[config.mk]
export PLATFORM = sky130hd
export DESIGN_NAME = ps2_key_decoder_flat
export DESIGN_NICKNAME = d
export VERILOG_FILES = /design/src/rtl/ps2_key_decoder_pkg.sv /design/src/rtl/ps2_key_decoder_if.sv /design/src/rtl/ps2_key_decoder_channel.sv /design/src/rtl/ps2_key_decoder.sv /design/src/flat_wrapper.sv
export SDC_FILE = /design/constraint.sdc
export NUM_CORES = 1
export LEC_CHECK = 0
export BUFFER_PORTS_ARGS = -buffer_cell sky130_fd_sc_hd__buf_2
export CAP_MARGIN = 5
export CELL_PAD_IN_SITES_DETAIL_PLACEMENT = 1
export CELL_PAD_IN_SITES_GLOBAL_PLACEMENT = 2
export CORE_MARGIN = 2
export CORE_UTILIZATION = 36
export CTS_CLUSTER_DIAMETER = 150
export DETAILED_ROUTE_END_ITERATION = 7
export GPL_TIMING_DRIVEN = 0
export PLACE_DENSITY = 0.87
export SLEW_MARGIN = 20
export SYNTH_ARGS = -nofsm -noshare
export SYNTH_HDL_FRONTEND = slang
export SYNTH_SLANG_ARGS = --single-unit
[constraint.sdc]
create_clock -name inclock -period 3.2 [get_ports inclock]
set_input_delay 0.8 -clock inclock [delete_from_list [all_inputs] [get_ports inclock]]
set_output_delay 0.8 -clock inclock [all_outputs]
set_load 0.02 [all_outputs]
[src/rtl/ps2_key_decoder_pkg.sv]
// Shared PS/2 decode constants: prefix bytes, prefix-FSM state type and the
// default {ext, code} key map (up, down, left, right, space).
package ps2_pkg;

  localparam logic [7:0] PS2_EXT = 8'hE0;
  localparam logic [7:0] PS2_BRK = 8'hF0;

  typedef enum logic [1:0] {
    ST_IDLE,
    ST_EXT,
    ST_BRK,
    ST_EXT_BRK
  } ps2_state_e;

  localparam logic [8:0] PS2_KEY_UP    = 9'h175;
  localparam logic [8:0] PS2_KEY_DOWN  = 9'h172;
  localparam logic [8:0] PS2_KEY_LEFT  = 9'h16B;
  localparam logic [8:0] PS2_KEY_RIGHT = 9'h174;
  localparam logic [8:0] PS2_KEY_SPACE = 9'h029;

  // Slice 0 sits in the LSBs, so key 0 is "up" and key 4 is "space".
  localparam logic [44:0] PS2_DEFAULT_KEYS =
    {PS2_KEY_SPACE, PS2_KEY_RIGHT, PS2_KEY_LEFT, PS2_KEY_DOWN, PS2_KEY_UP};

endpackage

[src/rtl/ps2_key_decoder_if.sv]
// Byte stream in from the PS/2 controller, per-key events out to game logic.
// master = byte source / event consumer, slave = the decoder.
interface ps2_key_decoder_if #(
  parameter int NUM_KEYS = 5
);

  logic [7:0]          ps2_key_data;
  logic                ps2_key_pressed;
  logic [NUM_KEYS-1:0] key_held;
  logic [NUM_KEYS-1:0] key_pulse;
  logic [NUM_KEYS-1:0] key_release;
  logic [8:0]          last_code;
  logic                code_valid;

  modport master (
    output ps2_key_data, ps2_key_pressed,
    input  key_held, key_pulse, key_release, last_code, code_valid
  );

  modport slave (
    input  ps2_key_data, ps2_key_pressed,
    output key_held, key_pulse, key_release, last_code, code_valid
  );

endinterface

[src/rtl/ps2_key_decoder_channel.sv]
// One tracked key: held flag, press/release pulses and, with PS2_KEY_REPEAT_EN
// defined, an auto-repeat counter; otherwise a press produces a single pulse.
module ps2_key_channel #(
  parameter int CNT_W         = 32,
  parameter int REPEAT_DELAY  = 25_000_000,
  parameter int REPEAT_PERIOD = 5_000_000
) (
  input  logic clk,
  input  logic rst_n,
  input  logic make_i,
  input  logic break_i,
  output logic held_o,
  output logic pulse_o,
  output logic release_o
);

  logic held_q, pulse_q, release_q;

`ifdef PS2_KEY_REPEAT_EN
  logic [CNT_W-1:0] cnt_q;

  // Counter holds cycles left until the next repeat; reaching 1 fires it.
  always_ff @(posedge clk or negedge rst_n) begin
    if (!rst_n) begin
      held_q    <= 1'b0;
      pulse_q   <= 1'b0;
      release_q <= 1'b0;
      cnt_q     <= '0;
    end else begin
      pulse_q   <= 1'b0;
      release_q <= 1'b0;
      if (break_i) begin
        // Break outranks a repeat expiring on the same cycle.
        release_q <= held_q;
        held_q    <= 1'b0;
        cnt_q     <= '0;
      end else if (make_i && !held_q) begin
        held_q  <= 1'b1;
        pulse_q <= 1'b1;
        cnt_q   <= CNT_W'(REPEAT_DELAY);
      end else if (held_q) begin
        if (cnt_q == CNT_W'(1)) begin
          pulse_q <= 1'b1;
          cnt_q   <= CNT_W'(REPEAT_PERIOD);
        end else begin
          cnt_q <= cnt_q - CNT_W'(1);
        end
      end
    end
  end
`else
  always_ff @(posedge clk or negedge rst_n) begin
    if (!rst_n) begin
      held_q    <= 1'b0;
      pulse_q   <= 1'b0;
      release_q <= 1'b0;
    end else begin
      pulse_q   <= make_i && !held_q;
      release_q <= break_i && held_q;
      if (break_i) begin
        held_q <= 1'b0;
      end else if (make_i) begin
        held_q <= 1'b1;
      end
    end
  end
`endif

  assign held_o    = held_q;
  assign pulse_o   = pulse_q;
  assign release_o = release_q;

endmodule

[src/rtl/ps2_key_decoder.sv]
// PS/2 scan-code decoder: E0/F0 prefix FSM, key-code matcher and one
// ps2_key_channel per key. Optional auto-repeat: define PS2_KEY_REPEAT_EN.
module ps2_key_decoder
  import ps2_pkg::*;
#(
  parameter int                    NUM_KEYS      = 5,
  parameter logic [9*NUM_KEYS-1:0] KEY_CODES     = PS2_DEFAULT_KEYS,
  parameter int                    REPEAT_DELAY  = 25_000_000,
  parameter int                    REPEAT_PERIOD = 5_000_000,
  parameter int                    CNT_W         = 32
) (
  input logic               inclock,
  input logic               resetn,
  ps2_key_decoder_if.slave  bus
);

  ps2_state_e state_q, state_d;
  logic [8:0] last_code_q;
  logic       code_valid_q;
  logic       done, is_ext, is_brk;
  logic [8:0] code_d;
  logic [7:0] data;

  assign data = bus.ps2_key_data;

  always_comb begin
    // NOTE: every signal driven here gets a default first, so no path can
    // leave one unassigned and infer a latch.
    state_d = state_q;
    done    = 1'b0;
    is_ext  = 1'b0;
    is_brk  = 1'b0;
    if (bus.ps2_key_pressed) begin
      unique case (state_q)
        ST_IDLE: begin
          if (data == PS2_EXT)      state_d = ST_EXT;
          else if (data == PS2_BRK) state_d = ST_BRK;
          else                      done = 1'b1;
        end
        ST_EXT: begin
          is_ext = 1'b1;
          if (data == PS2_BRK)      state_d = ST_EXT_BRK;
          else if (data != PS2_EXT) done = 1'b1;
        end
        ST_BRK: begin
          is_brk = 1'b1;
          if (data == PS2_EXT)      state_d = ST_EXT_BRK;
          else if (data != PS2_BRK) done = 1'b1;
        end
        ST_EXT_BRK: begin
          is_ext = 1'b1;
          is_brk = 1'b1;
          if (data != PS2_EXT && data != PS2_BRK) done = 1'b1;
        end
        default: state_d = ST_IDLE;
      endcase
      if (done) state_d = ST_IDLE;
    end
  end

  assign code_d = {is_ext, data};

  always_ff @(posedge inclock or negedge resetn) begin
    if (!resetn) begin
      state_q      <= ST_IDLE;
      last_code_q  <= '0;
      code_valid_q <= 1'b0;
    end else begin
      // NOTE: non-blocking assignments keep every register sampling the
      // pre-edge values, independent of statement order.
      state_q      <= state_d;
      code_valid_q <= done;
      if (done) last_code_q <= code_d;
    end
  end

  logic [NUM_KEYS-1:0] held_w, pulse_w, release_w;

  // Duplicate slices simply make several channels see the same hit.
  for (genvar k = 0; k < NUM_KEYS; k++) begin : g_key
    logic hit;
    assign hit = done && (KEY_CODES[9*k +: 9] == code_d);

    ps2_key_channel #(
      .CNT_W         (CNT_W),
      .REPEAT_DELAY  (REPEAT_DELAY),
      .REPEAT_PERIOD (REPEAT_PERIOD)
    ) u_chan (
      .clk       (inclock),
      .rst_n     (resetn),
      .make_i    (hit && !is_brk),
      .break_i   (hit && is_brk),
      .held_o    (held_w[k]),
      .pulse_o   (pulse_w[k]),
      .release_o (release_w[k])
    );
  end

  assign bus.key_held    = held_w;
  assign bus.key_pulse   = pulse_w;
  assign bus.key_release = release_w;
  assign bus.last_code   = last_code_q;
  assign bus.code_valid  = code_valid_q;

endmodule

[src/flat_wrapper.sv]
// flat-port wrapper written by rule: the top's interface ports become plain ports
module ps2_key_decoder_flat import ps2_pkg::*;
#(
  parameter int                    NUM_KEYS      = 5,
  parameter logic [9*NUM_KEYS-1:0] KEY_CODES     = PS2_DEFAULT_KEYS,
  parameter int                    REPEAT_DELAY  = 25_000_000,
  parameter int                    REPEAT_PERIOD = 5_000_000,
  parameter int                    CNT_W         = 32
)
  (inclock, resetn, bus_ps2_key_data, bus_ps2_key_pressed, bus_key_held, bus_key_pulse, bus_key_release, bus_last_code, bus_code_valid);
  ps2_key_decoder_if #(.NUM_KEYS(NUM_KEYS)) bus_i ();
  input logic inclock;
  input logic resetn;
  input wire logic [$bits(bus_i.ps2_key_data)-1:0] bus_ps2_key_data;
  input wire logic [$bits(bus_i.ps2_key_pressed)-1:0] bus_ps2_key_pressed;
  output wire logic [$bits(bus_i.key_held)-1:0] bus_key_held;
  output wire logic [$bits(bus_i.key_pulse)-1:0] bus_key_pulse;
  output wire logic [$bits(bus_i.key_release)-1:0] bus_key_release;
  output wire logic [$bits(bus_i.last_code)-1:0] bus_last_code;
  output wire logic [$bits(bus_i.code_valid)-1:0] bus_code_valid;
  assign bus_i.ps2_key_data = bus_ps2_key_data;
  assign bus_i.ps2_key_pressed = bus_ps2_key_pressed;
  assign bus_key_held = bus_i.key_held;
  assign bus_key_pulse = bus_i.key_pulse;
  assign bus_key_release = bus_i.key_release;
  assign bus_last_code = bus_i.last_code;
  assign bus_code_valid = bus_i.code_valid;
  ps2_key_decoder #(.NUM_KEYS(NUM_KEYS), .KEY_CODES(KEY_CODES), .REPEAT_DELAY(REPEAT_DELAY), .REPEAT_PERIOD(REPEAT_PERIOD), .CNT_W(CNT_W)) u_core (.inclock(inclock), .resetn(resetn), .bus(bus_i));
endmodule
==> results.md, run 1 <==
* Hold path startpoint: u_core.g_key[1].u_chan.held_o
* Worst hold path type: flop to flop
* DR vias at a little under 1,000
* Post-synth cell types at 37
* Resized cells post-CTS at 0
* Port bufs at 35
* Final global-route overflow total at 0
* Non-filler cells, final at 201
* Actual slew at the worst max-slew pin at just under 0.6 ns
* Layout cells sized above 1 at between 50% and 60%
* Post-route cell area at 1680 µm²
* Vias per cell at approximately 4.9
* Detail Placement HPWL at between 2000 and 2500 µm
* Critical Path RT at approximately 3.4 ns
* Worst setup SP type: flop
* Final worst slack at 1.28 ns
* Fmax achieved at 521 MHz
* Die Y at between 60 and 70 µm
* CP peak stage delay at ~0.43 ns
* WHS at a little under 0.5 ns
* Hold violation count in the final report at 0
* Post-synth EDFFs at 0
* Headroom to the max-slew limit at 61.3%
* Post-synth top area share at 48.3%
* Diode count at 0
* Mapped Avg Cell Area at 12.3 µm²
* Starting Density at a little under two fifths
* Root Buffer: clkbuf_8
* Worst-Skew Late Latency at approximately 0.27 ns
* FF-to-FF End: u_core.g_key[2].u_chan.held_o
* Rows at 22
* Pwr Total at between 1 and 1.5 mW
* Multi-input logic area at around 600 µm²
* DIE WIDTH at 66.3 µm
* Wire per inst at around 15 µm
* DR iter-0 viols at 23
* First-pass GRT wire length at between 4000 and 5000 µm
* Core Footprint at between 3000 and 4000 µm²
* Sum of negative setup slack at 0 ns
* Clock Path Buffers at 2
* Worst-path clk slew at 0.09 ns
* Outcome: finished, final reports clean
* Cell Area, Placed at about 1600 µm²
* Setup Fix Bufs, Post-CTS at 0
* Final period util at between 50% and 60%
* NumNets Final at 169
* R2r setup slk at 1.28 ns
* Synth warn at 0
* Layout Skew at around 0.0014 ns
* Vias in the first global route at between 1,000 and 1,500
* R2R cell count at 6
* Drc violations at 0
* Critical-path top delay cell: dfrtp_1
* Period minus WS final at 1.92 ns
* WS Path Type: flop to flop
* Pre-CTS WS at ~1.1 ns
* Max-slew violation count at 0
* Most used DFF post-synth: dfrtp_1
* Reg area at roughly 680 µm²
* Peak VDD IR at approximately 0.32 mV
* H-Tree Depth at 1
* Largest area contributor in the netlist: dfrtp_1
* Initial antenna violation count at 0
* Drt first pass iters at 4
* DRT Wirelength at slightly below 3000 µm
* Placed instance count at about 200
* Synth Cell Area at around 1400 µm²
* Synthesized flop and latch total at 27
* Clock sinks at 27
* Die Area at 4400 µm²
* Placer Congestion at 0.680
* Hold Path Cell Cnt at 1
* Routed Antenna Nets at 0
* Filler cell count at about 430
* LEAKAGE at between 0.8 and 0.9 nW
* Synth area leaders: dfrtp_1, mux2_4, buf_4, ha_1, nor2_1
* Gate Count Post-Synth at approximately 110
* Area delta synth->final at 20.3%
* CTS buffer count at 3
* CP Max Fanout at 6
* Crit-path cells: inv_1 > ha_1 > o21ai_2 > nor4b_2 > nand3_1 > mux2_4
* RR Startpoint: u_core.state_q[1]
* CTS tree: yes
* Net Count, Synth at roughly 130
* MaxCap Viol Count at 0
* Async S/R FF share, synth at 100%
* Largest net degree at the start of global routing at 28
* PD cells at about 600 nW/µm²
* RSZ-0062 raised after global routing: false
* Cts hold-fix bufs at 0
* Hold Path Sink: u_core.g_key[1].u_chan.pulse_o
* CP Capture Type: flop
* # setup viols final at 0
* IO Pins at 36
* Final core occ at 45.6%
* Seq/Total Area, Yosys at around 48%
* Arrival @ worst endpoint at 2.08 ns
* GR Util All Layers at between 10% and 20%
power breakdown:
| part | switching, mW | internal, mW |
|---|---|---|
| Clock | 0.109 | 0.0884 |
| Sequential | 0.0403 | 0.406 |
| Combinational | 0.219 | 0.168 |
kinds of logic (layout without fill, tap and decap cells):
kind of cell,Yosys count,count (layout),share of synthesized area [%]
simple gates,39,39,19.1
flops,27,27,48.3
buf+inv,19,58,9.67
mux,14,14,13.5
compound gates,11,11,5.82
fa+ha+maj,4,4,3.58
area by class of cell:
class	instances	share of cell area (%)
Clock inverter	1	0.446
Buffer	17	7.59
Sequential cell	27	40.2
Clock buffer	3	2.46
Tap cell	48	3.57
Multi-Input combinational cell	68	34.9
Inverter	2	0.446
Timing Repair Buffer	35	10.4
worst max-delay path by stage:
stage                        startpoint                       endpoint  slack [ns]  cells after the start
global placement    bus_ps2_key_data[6]  u_core.g_key[4].u_chan.held_o        1.09                      5
global route          u_core.state_q[1]  u_core.g_key[2].u_chan.held_o        1.14                      6
detailed placement  bus_ps2_key_data[5]  u_core.g_key[4].u_chan.held_o        1.06                      5
finish                u_core.state_q[1]  u_core.g_key[2].u_chan.held_o        1.28                      6
floorplan           bus_ps2_key_data[5]  u_core.g_key[4].u_chan.held_o        1.31                      4
CTS                   u_core.state_q[1]  u_core.g_key[2].u_chan.held_o        1.27                      6
per-layer routing:
metal	global-route usage (%)	wire [µm]
met1	18.0	1270
met2	25.9	1500
met3	2.21	174
met4	3.83	19
met5	0	0
worst max-delay path, delay by kind of cell, from the launching register on:
family	cells	cell delay, ns
adders and majority gates	1	0.31
AOI/OAI and AO/OA	1	0.13
and+or+nand+nor	2	0.53
buffers and inverters	1	0.09
muxes	1	0.33
DFF	1	0.43
cells in the mapped netlist (all sizes together) (2+ instances only):
cell,instances
dfrtp,27
buf,16
mux2,12
nor2,10
a21oi,4
ha,4
nand2,4
o21ai,4
and3,3
and3b,3
nor3,3
nor4b,3
and2,2
inv,2
mux2i,2
nand3,2
nor4,2
sequential cells by signal (all words and copies together) (netlist names):
name                           flops
u_core.bus.last_code               9
u_core.g_key.u_chan.held_o         5
u_core.g_key.u_chan.pulse_o        5
u_core.g_key.u_chan.release_o      5
u_core.state_q                     2
u_core.bus.code_valid              1
layout by cell type (no fill, tap or decap), drive strengths merged, types with 2 or more instances in the layout:
cell | netlist | routed
buf | 16 | 51
dfrtp | 27 | 27
mux2 | 12 | 12
nor2 | 10 | 10
nand2 | 4 | 4
ha | 4 | 4
o21ai | 4 | 4
a21oi | 4 | 4
clkbuf | 1 | 4
nor3 | 3 | 3
nor4b | 3 | 3
and3b | 3 | 3
and3 | 3 | 3
inv | 2 | 2
nand3 | 2 | 2
nor4 | 2 | 2
mux2i | 2 | 2
and2 | 2 | 2
(Power assumes the default switching activity.)
==> inputs of run 2 (changes only) <==
CORE_UTILIZATION = 33   (was 36)
PLACE_DENSITY = 0.81   (was 0.87)
clock period = 1.8 ns   (was 3.2 ns; I/O delays follow)
==> run 2 against run 1 <==
Clock power increased by 68%. First-iteration DRC count increased by 13%. Via count increased by 1.3%. Sequential cell count unchanged. Non-clock buffer count increased by 6. Critical path depth unchanged. Clock skew increased by 0.00063 ns. Fmax increased by 7.3%. Design area increased by 7.7%. Die area increased by 8.5%. Utilization decreased by 0.65 points. Critical path type unchanged. Highest routed layer unchanged.
==> results.md, run 2 (same netlist as run 1, synthesis figures left out) <==
* Detail Placement HPWL at ~2300 µm
* Drt first pass iters at 4
* DIE WIDTH at 69.1 µm
* Area delta synth->final at 29.5%
* Fmax achieved at about 560 MHz
* Commonest cells after routing, fill and taps aside: buf_2, dfrtp_1, buf_4
* R2R cell count at 6
* CP Capture Type: flop
* Layout cells sized above 1 at about three fifths
* Rows at 23
* Placer Congestion at 0.684
* RSZ-0062 raised after global routing: true
* Routed Antenna Nets at 0
* First-pass GRT wire length at about 5100 µm
* H-Tree Depth at 1
* Hold violation count in the final report at 0
* MaxCap Viol Count at 0
* Final period util at 99.3%
* Pwr Total at 1.95 mW
* Largest net degree at the start of global routing at 28
* Clock sinks at 27
* Final worst slack at ~0.013 ns
* NumNets Final at about 180
* GR Util All Layers at 12.9%
* Layout Skew at between 0.002 and 0.0025 ns
* Max-slew violation count at 0
* Port bufs at 35
* Actual slew at the worst max-slew pin at 0.600 ns
* Headroom to the max-slew limit at approximately 60%
* Root Buffer: clkbuf_8
* Initial antenna violation count at 0
* Critical Path RT at approximately 2.0 ns
* DR vias at about 1,000
* Outcome: finished, final reports clean
* IO Pins at 36
* CP Max Fanout at 5
* Wire per inst at 14.4 µm
* Core Footprint at 4030 µm²
* Period minus WS final at between 1.5 and 2 ns
* CTS buffer count at 3
* Drc violations at 0
* Peak VDD IR at between 0.5 and 0.6 mV
* Arrival @ worst endpoint at 1.94 ns
* Clock Path Buffers at 2
* LEAKAGE at 0.924 nW
* Die Y at just under 70 µm
* PD cells at roughly 1100 nW/µm²
* Final global-route overflow total at 0
* Worst hold path type: input port to async pin
* Die Area at roughly 4800 µm²
* WS Path Type: flop to flop
* WHS at approximately 0.18 ns
* Vias in the first global route at ~1,100
* Starting Density at about a third
* DRT Wirelength at ~3000 µm
* Worst setup SP type: flop
* Commonest non-fill, non-tap cell in the layout: buf_2
* DR iter-0 viols at 26
* # setup viols final at 0
* CTS tree: yes
* Vias per cell at between 4 and 5
* Worst-Skew Late Latency at roughly 0.26 ns
* Diode count at 0
* Max FFs per register at 9
* Pre-CTS WS at -0.163 ns
* Worst-path clk slew at roughly 0.09 ns
-- run 2: final cells by class --
| class | count | area (µm²) |
|---|---|---|
| Timing Repair Buffer | 41 | 224 |
| Buffer | 17 | 128 |
| Fill cell | 463 | 2220 |
| Clock buffer | 3 | 41.3 |
| Clock inverter | 1 | 5.00 |
| Sequential cell | 27 | 678 |
| Multi-Input combinational cell | 68 | 662 |
| Inverter | 2 | 10.0 |
| Tap cell | 50 | 62.6 |
-- run 2: worst paths after layout --
kind | from | to | slack [ns]
worst max register to register | u_core.state_q[0] | u_core.g_key[4].u_chan.held_o | 0.01
max in group asynchronous | resetn | u_core.state_q[0] | 1.19
worst max-delay path | u_core.state_q[0] | u_core.g_key[4].u_chan.held_o | 0.01
worst min register to register | u_core.g_key[2].u_chan.held_o | u_core.g_key[2].u_chan.pulse_o | 0.49
worst min-delay path | resetn | u_core.bus.last_code[2] | 0.18
min in group inclock | bus_ps2_key_data[3] | u_core.bus.last_code[3] | 0.45
-- run 2: report_power, final --
group / internal (mW) / total, mW / switching (mW)
Sequential: 0.724 / 0.803 / 0.0791
Clock: 0.154 / 0.332 / 0.178
Combinational: 0.389 / 0.816 / 0.428
Total: 1.27 / 1.95 / 0.685
-- run 2: critical path: stages, from the launching register on --
cell and delay [ns]:
dfrtp_2 0.46, buf_6 0.13, ha_4 0.17, o41ai_4 0.34
a21oi_2 0.09, and4_4 0.19, mux2_4 0.29
-- run 2: per-layer routing --
layer / track usage (%) / vias up / routed length (µm) / share of wire (%)
met2: 21.6 / 30 / 1520 / 50
met5: 0 / - / 0 / 0
met3: 2.49 / 4 / 169 / 5.6
met4: 3.92 / 0 / 30 / 0.99
li1: - / 478 / - / -
met1: 16.8 / 490 / 1300 / 43
-- run 2: stage by stage --
step | TNS (ns) | cells | util (%) | cell area [µm²]
4_1_cts | -0.0350 | 205 | 43.3 | 1740
3_3_place_gp | -0.382 | 199 | 40.6 | 1640
3_5_place_dp | -1.38 | 199 | 40.6 | 1640
2_1_floorplan | 0 | 114 | - | 1400
6_report | 0 | 209 | 44.9 | 1810
5_1_grt | -0.353 | 209 | 44.9 | 1810
-- run 2: timing repair --
action | in CTS | in global routing
pin swaps | 2 | 6
cloned | 0 | 0
buffers inserted | 2 | 4
setup endpoints to repair | 13 | 17
hold buffers | 0 | 0
resized for setup | 9 | 8
